File: src/rtl/chien_root_finder.sv
// Chien search stage of the RS(15,11) decoder over GF(16), primitive polynomial x^4+x+1.
// Scans k=0..14, streams per-position root flags and reports a two-error summary.

module full_GF_mult (
    input  logic [3:0] i_a,
    input  logic [3:0] i_b,
    output logic [3:0] o_p
);
    logic [3:0] w_acc;
    logic [3:0] w_sh;

    // Shift-and-add: w_sh walks i_a * x^i reduced modulo x^4+x+1.
    always_comb begin
        w_acc = 4'd0;
        w_sh  = i_a;
        for (int i = 0; i < 4; i++) begin
            if (i_b[i]) begin
                w_acc = w_acc ^ w_sh;
            end
            w_sh = {w_sh[2:0], 1'b0} ^ (w_sh[3] ? 4'b0011 : 4'b0000);
        end
        o_p = w_acc;
    end
endmodule

module chien_root_finder #(
    parameter logic [3:0] ALPHA_1 = 4'd2,
    parameter logic [3:0] ALPHA_2 = 4'd4
) (
    input  logic       CLK,
    input  logic       RESET,
    input  logic       START,
    input  logic [3:0] LAMBDA0,
    input  logic [3:0] LAMBDA1,
    input  logic [3:0] LAMBDA2,
    input  logic [1:0] DEG,
    output logic       BUSY,
    output logic       EVAL_VALID,
    output logic [3:0] EVAL_POS,
    output logic       ROOT,
    output logic       DONE,
    output logic [1:0] ERR_CNT,
    output logic [3:0] POS0,
    output logic [3:0] POS1,
    output logic       FAIL
);
    typedef enum logic [1:0] {
        StIdle = 2'd0,
        StEval = 2'd1,
        StFin  = 2'd2
    } state_t;

    state_t     r_state;
    state_t     w_state_next;
    logic [3:0] r_lam0;
    logic [3:0] r_r1;
    logic [3:0] r_r2;
    logic [3:0] r_k;
    logic [1:0] r_deg;
    logic [1:0] r_err_cnt;
    logic [3:0] r_pos0;
    logic [3:0] r_pos1;
    logic [3:0] w_r1_mul;
    logic [3:0] w_r2_mul;
    logic [3:0] w_sum;
    logic [3:0] w_pos;
    logic       w_eval;
    logic       w_root;
    logic       w_load;

    full_GF_mult u_mul1 (
        .i_a (r_r1),
        .i_b (ALPHA_1),
        .o_p (w_r1_mul)
    );

    full_GF_mult u_mul2 (
        .i_a (r_r2),
        .i_b (ALPHA_2),
        .o_p (w_r2_mul)
    );

    // r1 = L1*a^k and r2 = L2*a^2k, so w_sum is L(a^k).
    assign w_sum  = r_lam0 ^ r_r1 ^ r_r2;
    assign w_eval = (r_state == StEval);
    assign w_root = w_eval && (w_sum == 4'd0);
    assign w_load = (r_state == StIdle) && START;
    assign w_pos  = (r_k == 4'd0) ? 4'd0 : 4'd15 - r_k;

    always_ff @(posedge CLK or posedge RESET) begin
        if (RESET) begin
            r_state <= StIdle;
        end else begin
            r_state <= w_state_next;
        end
    end

    always_comb begin
        w_state_next = r_state;
        unique case (r_state)
            StIdle:  if (START) w_state_next = StEval;
            StEval:  if (r_k == 4'd14) w_state_next = StFin;
            StFin:   w_state_next = StIdle;
            default: w_state_next = StIdle;
        endcase
    end

    always_ff @(posedge CLK or posedge RESET) begin
        if (RESET) begin
            r_lam0    <= 4'd0;
            r_r1      <= 4'd0;
            r_r2      <= 4'd0;
            r_k       <= 4'd0;
            r_deg     <= 2'd0;
            r_err_cnt <= 2'd0;
            r_pos0    <= 4'd0;
            r_pos1    <= 4'd0;
        end else if (w_load) begin
            r_lam0    <= LAMBDA0;
            r_r1      <= LAMBDA1;
            r_r2      <= LAMBDA2;
            r_deg     <= DEG;
            r_k       <= 4'd0;
            r_err_cnt <= 2'd0;
            r_pos0    <= 4'd0;
            r_pos1    <= 4'd0;
        end else if (w_eval) begin
            r_r1 <= w_r1_mul;
            r_r2 <= w_r2_mul;
            r_k  <= r_k + 4'd1;
            if (w_root) begin
                if (r_err_cnt == 2'd0) r_pos0 <= w_pos;
                if (r_err_cnt == 2'd1) r_pos1 <= w_pos;
                // Count saturates at 3; positions beyond the second are dropped.
                if (r_err_cnt != 2'd3) r_err_cnt <= r_err_cnt + 2'd1;
            end
        end
    end

    assign BUSY       = (r_state != StIdle);
    assign EVAL_VALID = w_eval;
    assign EVAL_POS   = w_eval ? w_pos : 4'd0;
    assign ROOT       = w_root;
    assign DONE       = (r_state == StFin);
    assign ERR_CNT    = r_err_cnt;
    assign POS0       = r_pos0;
    assign POS1       = r_pos1;
    assign FAIL       = (r_err_cnt != r_deg);
endmodule

File: config.mk
export PLATFORM = sky130hd
export DESIGN_NAME = chien_root_finder
export DESIGN_NICKNAME = d
export VERILOG_FILES = /design/src/rtl/chien_root_finder.sv
export SDC_FILE = /design/constraint.sdc
export NUM_CORES = 1
export LEC_CHECK = 0
export CAP_MARGIN = 25
export CORE_MARGIN = 4
export CORE_UTILIZATION = 50
export CTS_CLUSTER_DIAMETER = 100
export DETAILED_ROUTE_END_ITERATION = 6
export GPL_TIMING_DRIVEN = 0
export PLACE_DENSITY_LB_ADDON = 0.15
export SYNTH_ARGS = -nofsm -noshare
export SYNTH_HDL_FRONTEND = slang
export SYNTH_SLANG_ARGS = --single-unit
File: constraint.sdc
create_clock -name CLK -period 2 [get_ports CLK]
set_clock_uncertainty 0.05 [all_clocks]
set_input_delay 0.3 -clock CLK [delete_from_list [all_inputs] [get_ports CLK]]
set_output_delay 0.3 -clock CLK [all_outputs]
set_load 0.02 [all_outputs]
After elaboration in Yosys (flattened, before gate mapping)
Cells that the tools add are included.
Operators by class
  $add $sub $neg: 3
  reduce and logical (&&, ||, !) cells: 16
  bitwise logic cells: 5
  multiplexer cells: 26
  equality and inequality tests: 8
Operators with widths (number)
  two-way mux 4 bit: 16
  XOR 4 bit: 5
  two-way mux 2 bit: 9
  nonzero test 2 bit: 6
  AND reduction 3 bit: 3
  logical NOT 4 bit: 2
  adder 4 x 1 -> 4 bit, second input constant: 1
  equality test 2 x 1 -> 1 bit, second input constant: 2
  equality test 4 bit, second input constant: 1
  logical NOT 2 bit: 2
  inequality test 2 bit, second input constant: 2
  one-hot mux 2 bit (2 select lines): 1
  subtractor 4 bit, first input constant: 1
  adder 2 x 1 -> 2 bit, second input constant: 1
  equality test 2 bit, second input constant: 1
  logical AND 1 bit: 2
  inequality test 2 x 1 -> 1 bit, second input constant: 1
  inequality test 2 bit: 1
  AND reduction 2 bit: 1
Word-level totals
  output and inout bits: 19
  logic and storage cells: 67
  input bits: 17
  register bits after elaboration: 30

Depth between registers and ports, before layout
  word-level depth: 7
  mapped depth: 6
  depth with buffers taken out: 6

By module
From an unflattened synthesis, not the netlist that was laid out.
Second synthesis, totals
  cell total of the unflattened synthesis: 235
  area, all modules: 2087.0 um^2
By module, submodules not included
  chien_root_finder: cells each 165, times used 1, seq. area each 750.7 um^2, area each 1579.0 um^2
  full_GF_mult: cells each 35, times used 2, seq. area each 0.0 um^2, area each 254.0 um^2

Worst setup path before layout
Ideal clock, no wire load.
  path kind: flip-flop to output port
  from: reg r_k[0]
  to: out EVAL_POS[0]
  arrival time: 1.417 ns
  setup slack: 0.233 ns
  data required time: 1.650 ns
  cell stages (with the launch flop): 7
  path buffers: 0
  path through: dfrtp_1 -> inv_1 -> ha_1 -> nor2b_1 -> nor2b_1 -> or3_1 -> inv_1
Between the ends
  longest elaborated chain between the ends: 3
  elaborated cells between the ends (all ways): 4
  those cells by class: add/sub: 1; mux: 2; reduce/logical: 1
RTL lines
  from (decl): line 58  | logic [3:0] r_k;
  from (signal assigned): line 130  | r_k <= r_k + 4'd1;
  subtractor 4 bit or logical NOT 4 bit (tied branches): line 88  | assign w_pos = (r_k == 4'd0) ? 4'd0 : 4'd15 - r_k;
  two-way mux 4 bit (*): line 88
  two-way mux 4 bit (*): line 142  | assign EVAL_POS = w_eval ? w_pos : 4'd0;
  to (decl): line 39  | output logic [3:0] EVAL_POS,
Mark *: on every way between the ends. The rest lies on a longest branch, timed or not.

Final worst setup path
  from: reg r_k[0]
  to: out EVAL_POS[1]
The elaborated chain is that of the path after synthesis.

==> impl_results.md <==
* Status: finished with violations
* Port bufs at 35
* CTS Buf Count at 5
* Routed WL per cell at 13.8 um
* Root buf cell: clkbuf_4
* Largest family of logic cells by synthesized area: simple AND/OR/NAND/NOR gates
* WP data arrival at 1.69 ns
* Crit path max-delay cell type: dfrtp_2
* Routed wire length at 3.65 mm
* Vias at 1343
* Startpoint class of the critical path: flip-flop
* Share of cells above drive strength 1 at 21.8%
* P_leak at 1.02 nW
* # diodes at 0
* TritonCTS clock tree: built
* Power Total at 3.88 mW
* Critical path class: flip-flop to output pin
* I/O Pins at 36
* Die area at 4170 um^2
* Period utilization at 102%
* Hold WS at 0.298 ns
* Crit. End Element: output pin
* Post-detail-place hpwl at 2.57 mm
* Post-Synth XOR/XNOR Area at 8.92%
* Synth Area in Simple Gates at 23.4%
* Worst-margin pin slew at 0.640 ns
* CP required at 1.65 ns
* Syn Area/Cell at 9.69 um^2
* Worst-case clock buffer depth at 2
* Fmax at 489 MHz
* Core area at 3050 um^2
* Synthesis-to-finish area growth at 38.3%
* Share of flip-flops with an asynchronous set or reset at 100%
* Rows at 20
* Final worst slack at -0.0441 ns
* Antenna-violating nets left at 0
* Antenna violations before repair at 0
* DR iter-0 viols at 54
* Number of synthesis warnings at 0
* Nets@finish at 242
* Post-synthesis mux area share at 6.26%
* Largest net degree at the start of global routing at 17
* Worst rel slew slack at 57.3%
* Die H at 64.6 um
* Syn nets at 188
* Sequential Area at 752 um^2
* CP cell instances: inv_2 -> ha_4 -> nor2b_4 -> nor2b_4 -> or3_4 -> inv_2 -> buf_6
* Final Max Slew Viols at 0
* Post-Place Setup Slack at -0.431 ns
* RSZ-0062 raised after global routing: yes
* Final min period at 2.04 ns
* Final setup fails at 2
* Pwr/cell area at 1760 nW/um^2
* Final hold vios at 0
* Final instance area at 2210 um^2
* Met3 WL post-DR at 218 um
* Drt drc at 0
* Post-synthesis adder-cell area fraction at 4.69%
* Hold crit path type: input port to async pin
* DR WL met2 at 1.86 mm
* Synth Area in Compound Gates at 6.03%
* Clk Latency, worst-skew pair at 0.33 ns
* Clk sinks at 30
* Total GRT Usage at 19.5%
* Multi-input combinational cell area at 837 um^2
* Total gr overflow at 0
* Clock-pin slew on the worst setup and hold paths at 0.09 ns
* First-pass GRT wire length at 6.20 mm
* Post-Route Utilization at 72.4%
* Metal-1 WL at 1.48 mm
* Hold_buf cts at 0
* Largest fanout on the critical path at 2
* Post-synthesis sequential area ratio at 46.9%
* Failing checks: setup timing
* Synth Cell Area at 1600 um^2
* DR pass1 iterations at 4
* Placed cell area at 2020 um^2
* Cell count after synthesis at 165
* Die boundary width at 64.6 um
* H-tree Lvls at 2
* Post-synthesis sequential element count at 30
* Crit path largest cell delay at 0.39 ns
* Max Used Layer: met4
* Synth unique cells at 27
* Post-synth EDFFs at 0
* Via density at 5.09
* Initial core utilization at 52.4%
* Maximum vdd ir drop at 0.792 mV
* Max-capacitance violation count at 0
* Fill cell count at 230
* Vias in the first global route at 1323
* RePlAce Congestion at 0.822
* Most used DFF post-synth: dfrtp_1
* Worst R2R Setup Slack at 0.35 ns
[through the flow]
stage	instances	setup TNS [ns]
6_report	264	-0.0775
3_3_place_gp	244	-1.02
5_1_grt	264	-0.232
2_1_floorplan	165	0
4_1_cts	259	-0.103
3_5_place_dp	245	-1.11
[critical path, delay by kind of cell (launching register included)]
kind                     cells  cell delay [ns]
adder cells (fa/ha/maj)      1             0.15
buffers and inverters        3             0.24
flip-flops                   1             0.39
AND/OR/NAND/NOR              3             0.59
[cell families after synthesis]
| group | count (synthesis) |
|---|---|
| AOI/OAI and AO/OA | 16 |
| xor gates and xnor gates | 10 |
| adders and majority gates | 6 |
| buffers and inverters | 15 |
| DFF | 30 |
| muxes | 10 |
| and+or+nand+nor | 78 |
[synthesized netlist by cell type (4+ instances only)]
cell type | instances | share of area [%]
or3_1 | 4 | 1.6
xnor2_1 | 5 | 2.7
inv_1 | 8 | 1.9
nor2b_1 | 4 | 1.6
xnor3_1 | 4 | 5.6
nand2_1 | 50 | 12
nor2_1 | 8 | 1.9
o21ai_1 | 6 | 1.9
dfrtp_1 | 30 | 47
ha_1 | 6 | 4.7
mux2i_1 | 10 | 6.3
a22oi_1 | 5 | 2.3
[path summary, 6_finish.rpt]
check / from / to / cells after the start
worst max-delay path: r_k[0]$_DFFE_PP0P_ / EVAL_POS[1] / 7
worst min-delay path: RESET / ERR_CNT[0]$_DFFE_PP0P_ / 2
worst min register to register: r_lam0[2]$_DFFE_PP0P_ / r_lam0[2]$_DFFE_PP0P_ / 2
min in group CLK: LAMBDA0[0] / r_lam0[0]$_DFFE_PP0P_ / 3
worst max register to register: r_r2[1]$_DFFE_PP0P_ / ERR_CNT[1]$_DFFE_PP0P_ / 5
max in group asynchronous: RESET / r_r1[2]$_DFFE_PP0P_ / 3
[metal layers]
layer	vias up	track usage [%]
li1	648	-
met1	640	22.2
met2	46	34.3
met3	9	5.55
met4	0	8.18
met5	-	0
[layout make-up]
type	instances	area share (%)
clock buffers	7	2.49
plain buffers	6	1.47
clock inverters	1	0.226
inverters	9	1.53
repair buffers	47	19.9
well taps	44	2.49
multi-input cells	120	37.9
flip-flops and latches	30	34.0
[sequential cells by signal (all words and copies together), names as in the netlist]
| register | flops |
|---|---|
| POS0 | 4 |
| POS1 | 4 |
| r_k | 4 |
| r_lam0 | 4 |
| r_r1 | 4 |
| r_r2 | 4 |
| ERR_CNT | 2 |
| r_deg | 2 |
| r_state | 2 |
[placed cells by master, fill, tap and decap left out, types with 5 or more instances in the layout]
master / instances
buf_4: 14
nor2_1: 7
nand2_1: 50
xnor2_1: 5
inv_2: 5
mux2i_1: 10
o21ai_1: 6
clkbuf_4: 6
a22oi_1: 5
clkdlybuf4s50_1: 28
ha_1: 5
dfrtp_1: 29
[what timing repair did]
action	CTS	global route
pin swaps	5	4
setup buffers	6	5
endpoints found under the setup margin	7	6
gates resized for setup	45	8
[power by group]
group / switching (mW) / internal [mW] / leakage [nW]
clock: 0.206 / 0.170 / 0.0353
combinational: 1.20 / 1.20 / 0.608
sequential: 0.241 / 0.871 / 0.380
No activity file was read; power rests on OpenSTA's default activity.
